===== config.mk =====
export PLATFORM = sky130hd
export DESIGN_NAME = id_ex_stage_flat
export DESIGN_NICKNAME = d
export VERILOG_FILES = /design/src/rtl/id_ex_stage_if.sv /design/src/rtl/id_ex_stage.sv /design/src/flat_wrapper.sv
export SDC_FILE = /design/constraint.sdc
export NUM_CORES = 1
export LEC_CHECK = 0
export CELL_PAD_IN_SITES_DETAIL_PLACEMENT = 2
export CELL_PAD_IN_SITES_GLOBAL_PLACEMENT = 2
export CORE_MARGIN = 2
export CORE_UTILIZATION = 27
export DETAILED_ROUTE_END_ITERATION = 8
export GPL_ROUTABILITY_DRIVEN = 1
export HOLD_SLACK_MARGIN = 0.12
export PLACE_DENSITY_LB_ADDON = 0.1
export SLEW_MARGIN = 0
export SYNTH_ARGS = -nofsm -noshare
export SYNTH_HDL_FRONTEND = slang
export SYNTH_SLANG_ARGS = --single-unit

===== constraint.sdc =====
create_clock -name clk -period 5 [get_ports clk]
set_input_delay 1 -clock clk [delete_from_list [all_inputs] [get_ports clk]]
set_output_delay 1 -clock clk [all_outputs]
set_load 0.02 [all_outputs]

===== src/rtl/id_ex_stage_if.sv =====
// ID/EX stage bus: decode inputs, forwarding sources and the EX-side outputs.
interface id_ex_stage_if #(
    parameter int unsigned XLEN = 32,
    parameter int unsigned RW   = 5
);
    logic            Stall;
    logic            Flush;
    logic            id_valid;
    logic [XLEN-1:0] id_rs1_data;
    logic [XLEN-1:0] id_rs2_data;
    logic [XLEN-1:0] id_imm;
    logic [RW-1:0]   id_rs1;
    logic [RW-1:0]   id_rs2;
    logic [RW-1:0]   id_rd;
    logic [2:0]      id_ALUOP;
    logic            id_ALUSrc;
    logic            id_RegWrite;
    logic            id_MemRead;
    logic            id_MemWrite;
    logic            id_MemtoReg;
    logic [RW-1:0]   exmem_rd;
    logic            exmem_RegWrite;
    logic [XLEN-1:0] exmem_result;
    logic [RW-1:0]   memwb_rd;
    logic            memwb_RegWrite;
    logic [XLEN-1:0] memwb_result;
    logic [XLEN-1:0] ALUoprand1;
    logic [XLEN-1:0] ALUoprand2;
    logic [2:0]      ALUOP;
    logic            ex_valid;
    logic            ex_RegWrite;
    logic            ex_MemRead;
    logic            ex_MemWrite;
    logic            ex_MemtoReg;
    logic [RW-1:0]   ex_rd;
    logic [XLEN-1:0] ex_store_data;
    logic            LoadUseStall;

    // Driven by the surrounding pipeline (or a testbench).
    modport master (
        output Stall, Flush, id_valid, id_rs1_data, id_rs2_data, id_imm,
        output id_rs1, id_rs2, id_rd, id_ALUOP, id_ALUSrc, id_RegWrite,
        output id_MemRead, id_MemWrite, id_MemtoReg,
        output exmem_rd, exmem_RegWrite, exmem_result,
        output memwb_rd, memwb_RegWrite, memwb_result,
        input  ALUoprand1, ALUoprand2, ALUOP, ex_valid, ex_RegWrite,
        input  ex_MemRead, ex_MemWrite, ex_MemtoReg, ex_rd, ex_store_data,
        input  LoadUseStall
    );

    // Used by the ID/EX stage itself.
    modport slave (
        input  Stall, Flush, id_valid, id_rs1_data, id_rs2_data, id_imm,
        input  id_rs1, id_rs2, id_rd, id_ALUOP, id_ALUSrc, id_RegWrite,
        input  id_MemRead, id_MemWrite, id_MemtoReg,
        input  exmem_rd, exmem_RegWrite, exmem_result,
        input  memwb_rd, memwb_RegWrite, memwb_result,
        output ALUoprand1, ALUoprand2, ALUOP, ex_valid, ex_RegWrite,
        output ex_MemRead, ex_MemWrite, ex_MemtoReg, ex_rd, ex_store_data,
        output LoadUseStall
    );
endinterface


===== src/rtl/id_ex_stage.sv =====
// ID/EX pipeline register with operand forwarding and load-use hazard detection.
module id_ex_stage #(
    parameter int unsigned XLEN = 32,
    parameter int unsigned RW   = 5
) (
    input logic          clk,
    input logic          rst_n,
    id_ex_stage_if.slave bus
);
    typedef struct packed {
        logic            valid;
        logic            alusrc;
        logic            regwrite;
        logic            memread;
        logic            memwrite;
        logic            memtoreg;
        logic [2:0]      aluop;
        logic [RW-1:0]   rs1;
        logic [RW-1:0]   rs2;
        logic [RW-1:0]   rd;
        logic [XLEN-1:0] rs1_data;
        logic [XLEN-1:0] rs2_data;
        logic [XLEN-1:0] imm;
    } ex_fields_t;

    ex_fields_t      r_ex;
    ex_fields_t      w_ex_d;
    ex_fields_t      w_id;
    logic            w_load_use;
    logic [XLEN-1:0] w_fwd_rs1;
    logic [XLEN-1:0] w_fwd_rs2;

    // Pack the decode-side fields into one record.
    always_comb begin
        w_id          = '0;
        w_id.valid    = bus.id_valid;
        w_id.alusrc   = bus.id_ALUSrc;
        w_id.regwrite = bus.id_RegWrite;
        w_id.memread  = bus.id_MemRead;
        w_id.memwrite = bus.id_MemWrite;
        w_id.memtoreg = bus.id_MemtoReg;
        w_id.aluop    = bus.id_ALUOP;
        w_id.rs1      = bus.id_rs1;
        w_id.rs2      = bus.id_rs2;
        w_id.rd       = bus.id_rd;
        w_id.rs1_data = bus.id_rs1_data;
        w_id.rs2_data = bus.id_rs2_data;
        w_id.imm      = bus.id_imm;
    end

    // A load in EX whose destination is read by decode; rs2 is checked even if unused.
    assign w_load_use = r_ex.valid & r_ex.memread & (r_ex.rd != '0) & bus.id_valid &
                        ((r_ex.rd == bus.id_rs1) | (r_ex.rd == bus.id_rs2));

    // Next-state: flush beats stall, stall beats the load-use bubble.
    always_comb begin
        w_ex_d = w_id;
        if (bus.Flush) begin
            w_ex_d = '0;
        end else if (bus.Stall) begin
            w_ex_d = r_ex;
        end else if (w_load_use) begin
            w_ex_d = '0;
        end
    end

    // Pipeline register; reset loads a bubble immediately.
    always_ff @(posedge clk or negedge rst_n) begin
        if (!rst_n) begin
            r_ex <= '0;
        end else begin
            r_ex <= w_ex_d;
        end
    end

    // Operand forwarding: EX/MEM beats MEM/WB, x0 is never forwarded.
    always_comb begin
        w_fwd_rs1 = r_ex.rs1_data;
        if (bus.exmem_RegWrite && (bus.exmem_rd != '0) && (bus.exmem_rd == r_ex.rs1)) begin
            w_fwd_rs1 = bus.exmem_result;
        end else if (bus.memwb_RegWrite && (bus.memwb_rd != '0) &&
                     (bus.memwb_rd == r_ex.rs1)) begin
            w_fwd_rs1 = bus.memwb_result;
        end
        w_fwd_rs2 = r_ex.rs2_data;
        if (bus.exmem_RegWrite && (bus.exmem_rd != '0) && (bus.exmem_rd == r_ex.rs2)) begin
            w_fwd_rs2 = bus.exmem_result;
        end else if (bus.memwb_RegWrite && (bus.memwb_rd != '0) &&
                     (bus.memwb_rd == r_ex.rs2)) begin
            w_fwd_rs2 = bus.memwb_result;
        end
    end

    assign bus.ALUoprand1    = w_fwd_rs1;
    assign bus.ALUoprand2    = r_ex.alusrc ? r_ex.imm : w_fwd_rs2;
    assign bus.ex_store_data = w_fwd_rs2;
    assign bus.ALUOP         = r_ex.aluop;
    assign bus.ex_valid      = r_ex.valid;
    assign bus.ex_RegWrite   = r_ex.regwrite;
    assign bus.ex_MemRead    = r_ex.memread;
    assign bus.ex_MemWrite   = r_ex.memwrite;
    assign bus.ex_MemtoReg   = r_ex.memtoreg;
    assign bus.ex_rd         = r_ex.rd;
    assign bus.LoadUseStall  = w_load_use;
endmodule


===== src/flat_wrapper.sv =====
// flat-port wrapper written by rule: the top's interface ports become plain ports
module id_ex_stage_flat 
#(
    parameter int unsigned XLEN = 32,
    parameter int unsigned RW   = 5
)
  (clk, rst_n, bus_Stall, bus_Flush, bus_id_valid, bus_id_rs1_data, bus_id_rs2_data, bus_id_imm, bus_id_rs1, bus_id_rs2, bus_id_rd, bus_id_ALUOP, bus_id_ALUSrc, bus_id_RegWrite, bus_id_MemRead, bus_id_MemWrite, bus_id_MemtoReg, bus_exmem_rd, bus_exmem_RegWrite, bus_exmem_result, bus_memwb_rd, bus_memwb_RegWrite, bus_memwb_result, bus_ALUoprand1, bus_ALUoprand2, bus_ALUOP, bus_ex_valid, bus_ex_RegWrite, bus_ex_MemRead, bus_ex_MemWrite, bus_ex_MemtoReg, bus_ex_rd, bus_ex_store_data, bus_LoadUseStall);
  id_ex_stage_if #(.XLEN(XLEN), .RW(RW)) bus_i ();
  input logic clk;
  input logic rst_n;
  input wire logic [$bits(bus_i.Stall)-1:0] bus_Stall;
  input wire logic [$bits(bus_i.Flush)-1:0] bus_Flush;
  input wire logic [$bits(bus_i.id_valid)-1:0] bus_id_valid;
  input wire logic [$bits(bus_i.id_rs1_data)-1:0] bus_id_rs1_data;
  input wire logic [$bits(bus_i.id_rs2_data)-1:0] bus_id_rs2_data;
  input wire logic [$bits(bus_i.id_imm)-1:0] bus_id_imm;
  input wire logic [$bits(bus_i.id_rs1)-1:0] bus_id_rs1;
  input wire logic [$bits(bus_i.id_rs2)-1:0] bus_id_rs2;
  input wire logic [$bits(bus_i.id_rd)-1:0] bus_id_rd;
  input wire logic [$bits(bus_i.id_ALUOP)-1:0] bus_id_ALUOP;
  input wire logic [$bits(bus_i.id_ALUSrc)-1:0] bus_id_ALUSrc;
  input wire logic [$bits(bus_i.id_RegWrite)-1:0] bus_id_RegWrite;
  input wire logic [$bits(bus_i.id_MemRead)-1:0] bus_id_MemRead;
  input wire logic [$bits(bus_i.id_MemWrite)-1:0] bus_id_MemWrite;
  input wire logic [$bits(bus_i.id_MemtoReg)-1:0] bus_id_MemtoReg;
  input wire logic [$bits(bus_i.exmem_rd)-1:0] bus_exmem_rd;
  input wire logic [$bits(bus_i.exmem_RegWrite)-1:0] bus_exmem_RegWrite;
  input wire logic [$bits(bus_i.exmem_result)-1:0] bus_exmem_result;
  input wire logic [$bits(bus_i.memwb_rd)-1:0] bus_memwb_rd;
  input wire logic [$bits(bus_i.memwb_RegWrite)-1:0] bus_memwb_RegWrite;
  input wire logic [$bits(bus_i.memwb_result)-1:0] bus_memwb_result;
  output wire logic [$bits(bus_i.ALUoprand1)-1:0] bus_ALUoprand1;
  output wire logic [$bits(bus_i.ALUoprand2)-1:0] bus_ALUoprand2;
  output wire logic [$bits(bus_i.ALUOP)-1:0] bus_ALUOP;
  output wire logic [$bits(bus_i.ex_valid)-1:0] bus_ex_valid;
  output wire logic [$bits(bus_i.ex_RegWrite)-1:0] bus_ex_RegWrite;
  output wire logic [$bits(bus_i.ex_MemRead)-1:0] bus_ex_MemRead;
  output wire logic [$bits(bus_i.ex_MemWrite)-1:0] bus_ex_MemWrite;
  output wire logic [$bits(bus_i.ex_MemtoReg)-1:0] bus_ex_MemtoReg;
  output wire logic [$bits(bus_i.ex_rd)-1:0] bus_ex_rd;
  output wire logic [$bits(bus_i.ex_store_data)-1:0] bus_ex_store_data;
  output wire logic [$bits(bus_i.LoadUseStall)-1:0] bus_LoadUseStall;
  assign bus_i.Stall = bus_Stall;
  assign bus_i.Flush = bus_Flush;
  assign bus_i.id_valid = bus_id_valid;
  assign bus_i.id_rs1_data = bus_id_rs1_data;
  assign bus_i.id_rs2_data = bus_id_rs2_data;
  assign bus_i.id_imm = bus_id_imm;
  assign bus_i.id_rs1 = bus_id_rs1;
  assign bus_i.id_rs2 = bus_id_rs2;
  assign bus_i.id_rd = bus_id_rd;
  assign bus_i.id_ALUOP = bus_id_ALUOP;
  assign bus_i.id_ALUSrc = bus_id_ALUSrc;
  assign bus_i.id_RegWrite = bus_id_RegWrite;
  assign bus_i.id_MemRead = bus_id_MemRead;
  assign bus_i.id_MemWrite = bus_id_MemWrite;
  assign bus_i.id_MemtoReg = bus_id_MemtoReg;
  assign bus_i.exmem_rd = bus_exmem_rd;
  assign bus_i.exmem_RegWrite = bus_exmem_RegWrite;
  assign bus_i.exmem_result = bus_exmem_result;
  assign bus_i.memwb_rd = bus_memwb_rd;
  assign bus_i.memwb_RegWrite = bus_memwb_RegWrite;
  assign bus_i.memwb_result = bus_memwb_result;
  assign bus_ALUoprand1 = bus_i.ALUoprand1;
  assign bus_ALUoprand2 = bus_i.ALUoprand2;
  assign bus_ALUOP = bus_i.ALUOP;
  assign bus_ex_valid = bus_i.ex_valid;
  assign bus_ex_RegWrite = bus_i.ex_RegWrite;
  assign bus_ex_MemRead = bus_i.ex_MemRead;
  assign bus_ex_MemWrite = bus_i.ex_MemWrite;
  assign bus_ex_MemtoReg = bus_i.ex_MemtoReg;
  assign bus_ex_rd = bus_i.ex_rd;
  assign bus_ex_store_data = bus_i.ex_store_data;
  assign bus_LoadUseStall = bus_i.LoadUseStall;
  id_ex_stage #(.XLEN(XLEN), .RW(RW)) u_core (.clk(clk), .rst_n(rst_n), .bus(bus_i));
endmodule

==> flow_metrics.py <==
metrics = {
    "timing": {
        "skew_ps": 15.7,
        "period_share": 0.969,
        "worstMarginPinSlew_ps": 950,
        "final-setup-viol-count": 0,
        "max_slew_margin": 0.366,
        "fin_ws_ps": 156,
        "grt_setup_unrepaired": "no",
        "hold_viol": 0,
        "period_needed_ps": 4840,
        "slew_violations": 0,
        "fmax_ghz": 0.206,
        "tns_ps": 0,
    },
    "drt": {
        "post_drt_via_cell_ratio": 5.25,
        "vias": 8088,
        "drc": 0,
        "antenna_left": 0,
        "routed_wl_um": 35000,
        "drtIter0Drc": 360,
        "drt_pass1_iterations": 4,
        "avgRoutedWirePerCell_um": 22.7,
    },
    "final_layout": {
        "final_common_cell": "clkdlybuf4s50_1",
        "fin_area_um2": 12000,
        "nNetsFinal": 1342,
        "drive_above_1_share": 0.0892,
        "fillers": 3150,
        "area_delta_synth_final_pct": 50.7,
        "fin_util": 0.414,
        "final_cell_mix": "clkdlybuf4s50_1, inv_1, o41ai_1, dfrtp_1, nand3b_1",
    },
    "clock_network": {
        "path_clk_slew_ps": 70,
        "tritoncts": "done",
        "h-tree-depth": 4,
        "cts_buffers": 17,
        "numClockSinks": 120,
        "cts_root_buf": "clkbuf_16",
        "cts_hold_buf": 0,
        "clk_latency_ps": 420,
        "cts_buffer_depth": 2,
    },
    "setup_path": {
        "cp.arrival_ps": 3840,
        "critPathLaunchType": "primary input",
        "crit_path_end_kind": "output pin",
        "crit_fanout": 20,
        "critical_path_class": "in2out",
        "cp.required_ps": 4000,
    },
    "run_status": {
        "status": "completed",
    },
    "logic_synthesis": {
        "netlist_area_um2": 7930,
        "ys_types": 34,
        "syn_nets": 1099,
        "yosysWarnings": 0,
        "async_flop_share": 1.00,
        "synth_edf_count": 0,
        "ys_ff_latch": 120,
        "ys_seq_area_frac": 0.378,
        "synth_top_flop_cell": "dfrtp_1",
        "syn_inst": 899,
        "syn_avg_cell_area_um2": 8.83,
    },
    "die": {
        "core_area_um2": 28900,
        "start_util": 0.275,
        "die_h_um": 175,
        "std_cell_rows": 62,
        "die_w_um": 175,
        "die-area_um2": 30800,
        "ioPinCount": 310,
    },
    "worst_hold_path": {
        "hp-class": "reg2reg",
    },
    "placement": {
        "port_buffers": 309,
        "hpwl_um": 23700,
        "gp_congestion": 0.775,
        "place_ws_ps": 154,
        "dpl_cell_area_um2": 11300,
    },
    "global_routing": {
        "overflow": 0,
        "grt_max_degree": 124,
        "antenna_found_initial": 3,
        "grt_pass1_wl_um": 54800,
        "first_global_vias": 8963,
        "grt_usage": 0.230,
    },
    "pwr": {
        "p_leak_uw": 0.00484,
        "peakVddDrop_uv": 204,
        "powerDensity_nw_per_um2": 267,
    },
    "job": {
        "maxCapViolations": 0,
    },
}
[repair_timing]
action | CTS | global route
setup buffers | 0 | 0
resized for setup | 0 | 1
setup endpoints to repair | 0 | 1
[registers in the layout (all words and copies together), names as in the netlist]
signal and count:
u_core.bus.ex_valid 1, u_core.bus.ex_MemRead 1, u_core.bus.ex_MemWrite 1, u_core.bus.ex_MemtoReg 1
u_core.bus.ex_rd 5, u_core.r_ex 107, u_core.bus.ex_RegWrite 1, u_core.bus.ALUOP 3
[worst paths after layout]
| check | from | to | slack, ps | depth (start not counted) |
|---|---|---|---|---|
| setup reg to reg | u_core.bus.ex_rd[3]$_DFFE_PN0P_ | u_core.r_ex[36]$_DFFE_PN0P_ | 2680 | 5 |
| min in group asynchronous | rst_n | u_core.r_ex[3]$_DFFE_PN0P_ | 550 | 1 |
| setup / recovery | bus_exmem_rd[2] | bus_ALUoprand2[20] | 160 | 8 |
| hold reg to reg | u_core.bus.ALUOP[1]$_DFFE_PN0P_ | u_core.bus.ALUOP[1]$_DFFE_PN0P_ | 480 | 2 |
| max in group asynchronous | rst_n | u_core.r_ex[42]$_DFFE_PN0P_ | 3440 | 2 |
| hold / removal | u_core.bus.ALUOP[1]$_DFFE_PN0P_ | u_core.bus.ALUOP[1]$_DFFE_PN0P_ | 480 | 2 |
[worst max-delay path, stage by stage]
cell and delay (ps):
clkdlybuf4s50_1 470, or4_1 580, o211ai_4 270, or2_2 170, buf_4 270, a31oi_1 200
mux2_2 300, clkdlybuf4s50_1 560
[kinds of logic after synthesis]
group           share of synthesized area
compound gates                      0.205
xor+xnor                           0.0331
buf+inv                             0.117
flops                               0.378
mux                                0.0858
simple gates                        0.181
[power by group]
group	switching, uW	internal, uW
combinational	402	395
sequential	47.3	1030
clock	513	816
total	962	2240
[layout make-up]
class | instances | area [um^2] | area share
Clock inverter | 13 | 170 | 0.0142
Sequential cell | 120 | 3000 | 0.251
Antenna cell | 2 | 5.00 | 0.000419
Timing Repair Buffer | 334 | 3330 | 0.279
Clock buffer | 19 | 453 | 0.0379
Inverter | 120 | 450 | 0.0377
Tap cell | 384 | 480 | 0.0402
Multi-Input combinational cell | 549 | 4060 | 0.339
[through the flow]
| stage | total power, uW | hold slack (ps) | std cells |
|---|---|---|---|
| floorplan | 1440 | 437 | 899 |
| global placement | 1880 | 456 | 1507 |
| detailed placement | 1890 | 467 | 1507 |
| CTS | 3250 | 483 | 1539 |
| global route | 3350 | 503 | 1541 |
| finish | 3200 | 477 | 1541 |
[cells in the mapped netlist, types with 6 or more instances]
cell | instances | area share
buf_4 | 11 | 0.010
clkbuf_1 | 81 | 0.038
o41ai_1 | 120 | 0.13
nand3_1 | 35 | 0.022
xor2_1 | 13 | 0.014
buf_1 | 6 | 0.0028
inv_1 | 120 | 0.057
a31oi_1 | 32 | 0.025
o21ai_0 | 18 | 0.011
nor3_1 | 34 | 0.021
o21ai_1 | 15 | 0.0095
mux2_2 | 31 | 0.044
xnor2_1 | 17 | 0.019
a21oi_1 | 33 | 0.021
nor2_1 | 33 | 0.016
dfrtp_1 | 120 | 0.38
nand2_1 | 9 | 0.0043
mux2i_1 | 32 | 0.040
nand3b_1 | 111 | 0.11
buf_2 | 7 | 0.0044
[layer usage]
metal	track usage	vias up	wire length, um	part of all wire
li1	-	3759	-	-
met4	0.0530	2	349	0.010
met1	0.296	4087	15600	0.45
met5	0	-	13	0.00037
met2	0.384	220	16900	0.48
met3	0.0626	20	2150	0.061
Note: power is estimated with default switching activity, not from simulation.
==> RTL change 1: new RTL, same flow settings <==
`XLEN` is set to 32 in 3 places; all go to 64.
--- a/src/rtl/id_ex_stage_if.sv
+++ b/src/rtl/id_ex_stage_if.sv
@@ -2,3 +2,3 @@
 interface id_ex_stage_if #(
-    parameter int unsigned XLEN = 32,
+    parameter int unsigned XLEN = 64,
     parameter int unsigned RW   = 5
--- a/src/rtl/id_ex_stage.sv
+++ b/src/rtl/id_ex_stage.sv
@@ -2,3 +2,3 @@
 module id_ex_stage #(
-    parameter int unsigned XLEN = 32,
+    parameter int unsigned XLEN = 64,
     parameter int unsigned RW   = 5
--- a/src/flat_wrapper.sv
+++ b/src/flat_wrapper.sv
@@ -3,3 +3,3 @@
 #(
-    parameter int unsigned XLEN = 32,
+    parameter int unsigned XLEN = 64,
     parameter int unsigned RW   = 5
Interface: changed (8 resized); port bits go from 310 to 566. No check against the original RTL was run, so the function may have changed too.
==> RTL change 1 against the unedited design <==
Design area rose by 84%; worst setup slack got worse by 0.060 ns; first-iteration DRC count rose by 140%; sequential cell count rose by 96; total power rose by 82%; synthesized area rose by 81%; largest power group unchanged; wire length rose by 110%; clock skew fell by 0.0063 ns; combinational power rose by 92%.
==> RTL change 1: results (changes against the unedited design) <==
[synth]
synthTopCellsByArea=dfrtp_1 38%, o41ai_1 13%, nand3b_1 11%  ; unchanged
synthMuxAreaShare_pct=9.47  ; was 8.58%

[power_and_ir_drop]
power_density_nw_per_um2=265  ; was 267 nW/um^2
ir_drop_v=0.000214  ; was 0.000204 V
p_sw_mw=1.75  ; was 0.962 mW
p_clk_mw=2.35  ; was 1.33 mW
p_comb_share_pct=26.3  ; was 24.9%

[placed_design]
gp_congestion=0.875  ; was 0.775
placed_area_sq_um=20800  ; was 11300 sq um
place_ws_ns=0.000675  ; was 0.154 ns
post-place-cells=2748  ; was 1507

[grt]
met2_usage_pct=44.1  ; was 38.4%
use_met3_pct=5.53  ; was 6.26%
grt_pass1_wl_um=112000  ; was 54800 um
grt_antenna_before_repair=33  ; was 3
grt_max_degree=209  ; was 124
grt_pass1_vias=16600  ; was 8963

[cells_and_area]
largest_reg_flops=203  ; was 107
final_layout_size_suffix_gt1_share_pct=8.51  ; was 8.92%

[hold_path]
hold_path.class=input pin to async pin  ; was register to register

[cts]
clockBufferDepth=3  ; was 2
cts.htree.levels=1  ; was 4

[route]
vias=15300  ; was 8088
drt_wl_total_um=73600  ; was 35000 um
firstDrtPassIters=5  ; was 4
wl_met1_um=31300  ; was 15600 um

[sta]
clock-skew-final_ns=0.00931  ; was 0.0157 ns
slew_headroom_pct=35.4  ; was 36.6%

[critical_path]
rr_worst_depth=7  ; was 5

[status]
status=finished clean  ; unchanged

==> RTL change 1: final timing paths <==
check	from	to	slack, ns
hold / removal	rst_n	u_core.r_ex[14]$_DFFE_PN0P_	0.42
setup reg to reg	u_core.bus.ex_rd[1]$_DFFE_PN0P_	u_core.r_ex[35]$_DFFE_PN0P_	2.03
hold reg to reg	u_core.bus.ALUOP[0]$_DFFE_PN0P_	u_core.bus.ALUOP[0]$_DFFE_PN0P_	0.48
max in group asynchronous	rst_n	u_core.r_ex[110]$_DFFE_PN0P_	3.57
setup / recovery	bus_exmem_rd[0]	bus_ALUoprand2[11]	0.1
min in group clk	u_core.bus.ALUOP[0]$_DFFE_PN0P_	u_core.bus.ALUOP[0]$_DFFE_PN0P_	0.48
==> RTL change 1: final cells by class <==
class                   count  area [sq um]  area share, %
diodes                     22          55.1          0.251
clock buffers              46           892           4.06
clock inverters             9           170          0.775
inverters                 216           811           3.69
multi-input cells         997          7290           33.2
flip-flops and latches    216          5410           24.6
well taps                 688           861           3.92
repair buffers            631          6460           29.4
==> RTL change 2: new RTL, same settings <==
Without the edit above. Reset style: synchronous (`rst_n`), changed in one clocked block.
--- a/src/rtl/id_ex_stage.sv
+++ b/src/rtl/id_ex_stage.sv
@@ -67,3 +67,3 @@
     // Pipeline register; reset loads a bubble immediately.
-    always_ff @(posedge clk or negedge rst_n) begin
+    always_ff @(posedge clk) begin
         if (!rst_n) begin
Function: differs if rst_n is asserted again (counterexample within 4 cycles, from zero or initial values and one cycle with rst_n low); with rst_n held inactive, the same outputs for 4 cycles.
==> RTL change 2 against the unedited design <==
Sequential cell count did not move; wire length fell by 18%; core utilization up 4.2 points; register-to-register slack better by 0.14 ns; worst setup slack better by 0.026 ns; synthesized area shrank 24%; design area down 17%; total power down 10%.
==> RTL change 2: results (changes against the unedited design) <==
[status]
status=finished clean  ; unchanged

[grt]
grt_max_degree=121  ; was 124
grt_antenna_before_repair=2  ; was 3
grt_pass1_vias=7276  ; was 8963
grt_pass1_wl_um=44400  ; was 54800 um
grtUsageTotal_pct=24.2  ; was 23.0%

[sta]
tightest_slew_ns=1.07  ; was 0.950 ns
clock-skew-final_ns=0.00951  ; was 0.0157 ns

[synth]
synth_fp_nets=858  ; was 1099
synth_cell_types=33  ; was 34
synthTopCellsByArea=dfxtp_1 40%, a22o_1 17%, mux2_2 5.4%  ; was dfrtp_1 38%, o41ai_1 13%, nand3b_1 11%
postSynth.asyncResetShare_pct=0  ; was 100%
synthMuxAreaShare_pct=10.9  ; was 8.58%
synth_common_cells=120 x a22o_1, 120 x dfxtp_1, 40 x nor2_1  ; was 120 x dfrtp_1, 120 x inv_1, 120 x o41ai_1
seq_area_frac_synth_pct=39.9  ; was 37.8%
synth_xor_area_share_pct=4.37  ; was 3.31%
synth-main-ff-cell=dfxtp_1  ; was dfrtp_1
synth_compound_area_share_pct=27.5  ; was 20.5%

[hold_path]
hold_path_startpoint=u_core.r_ex[40]$_SDFFE_PP0N_  ; was u_core.bus.ALUOP[1]$_DFFE_PN0P_
whs_endpoint=u_core.r_ex[40]$_SDFFE_PP0N_  ; was u_core.bus.ALUOP[1]$_DFFE_PN0P_
hold_depth=1  ; was 2

[critical_path]
cp_slowest_cell=or4_1  ; unchanged
rr_worst_depth=6  ; was 5
max_stage_delay_ns=0.63  ; was 0.58 ns
startpoint=bus_exmem_rd[0]  ; was bus_exmem_rd[2]
r2r-start=u_core.bus.ex_rd[4]$_SDFFE_PP0N_  ; was u_core.bus.ex_rd[3]$_DFFE_PN0P_
ff2ff_setup_slack_ns=2.82  ; was 2.68 ns
cp_max_fo=14  ; was 20
r2r-end=u_core.r_ex[53]$_SDFFE_PP0N_  ; was u_core.r_ex[36]$_DFFE_PN0P_
crit_arrival_ns=3.82  ; was 3.84 ns
endpoint=bus_ALUoprand2[29]  ; was bus_ALUoprand2[20]

[route]
drt_wl_total_um=28600  ; was 35000 um
drt_iter0_drc=238  ; was 360
ant_nets=0  ; unchanged
via_per_inst=5.25  ; about the same

[power_and_ir_drop]
leakagePower_nw=3.66  ; was 4.84 nW
pwr.group.sequential_mw=1.02  ; was 1.07 mW
power.share.clock_pct=46.4  ; was 41.5%
ir_drop_v=0.000153  ; was 0.000204 V
swShare_pct=26.5  ; was 30.1%

[placed_design]
gp_congestion=0.838  ; was 0.775
dp_hpwl_um=20400  ; was 23700 um

[cts]
cts-resized-gates=0  ; unchanged

[cells_and_area]
fillers=2304  ; was 3150
nets=1130  ; was 1342
final_layout_size_suffix_gt1_share_pct=8.80  ; was 8.92%

[RTL change 2: per-layer routing]
metal	track usage (%)	vias up	part of all wire (%)
met1	29.2	3177	43
li1	-	2968	-
met3	6.95	44	6.4
met5	0	-	0
met4	8.82	0	2.8
met2	40.9	231	48
[RTL change 2: stage by stage]
step | cells | instance area [sq um] | worst slack, ns | hold WS, ns
final | 1224 | 9970 | 0.182 | 0.468
after global routing | 1224 | 9970 | 0.0352 | 0.485
after CTS | 1223 | 9960 | 0.132 | 0.476
after detailed placement | 1191 | 9330 | 0.162 | 0.451
after global placement | 1191 | 9330 | 0.255 | 0.451
after floorplan | 658 | 6020 | 1.23 | 0.436
[RTL change 2: cell type report]
class	count	share of cell area, %
tap	280	3.51
antenna	1	0.0251
inverter	32	1.20
multi-input combinational	436	32.0
clock inverter	15	2.05
timing repair buffer	323	32.8
sequential	120	24.1
clock buffer	17	4.27
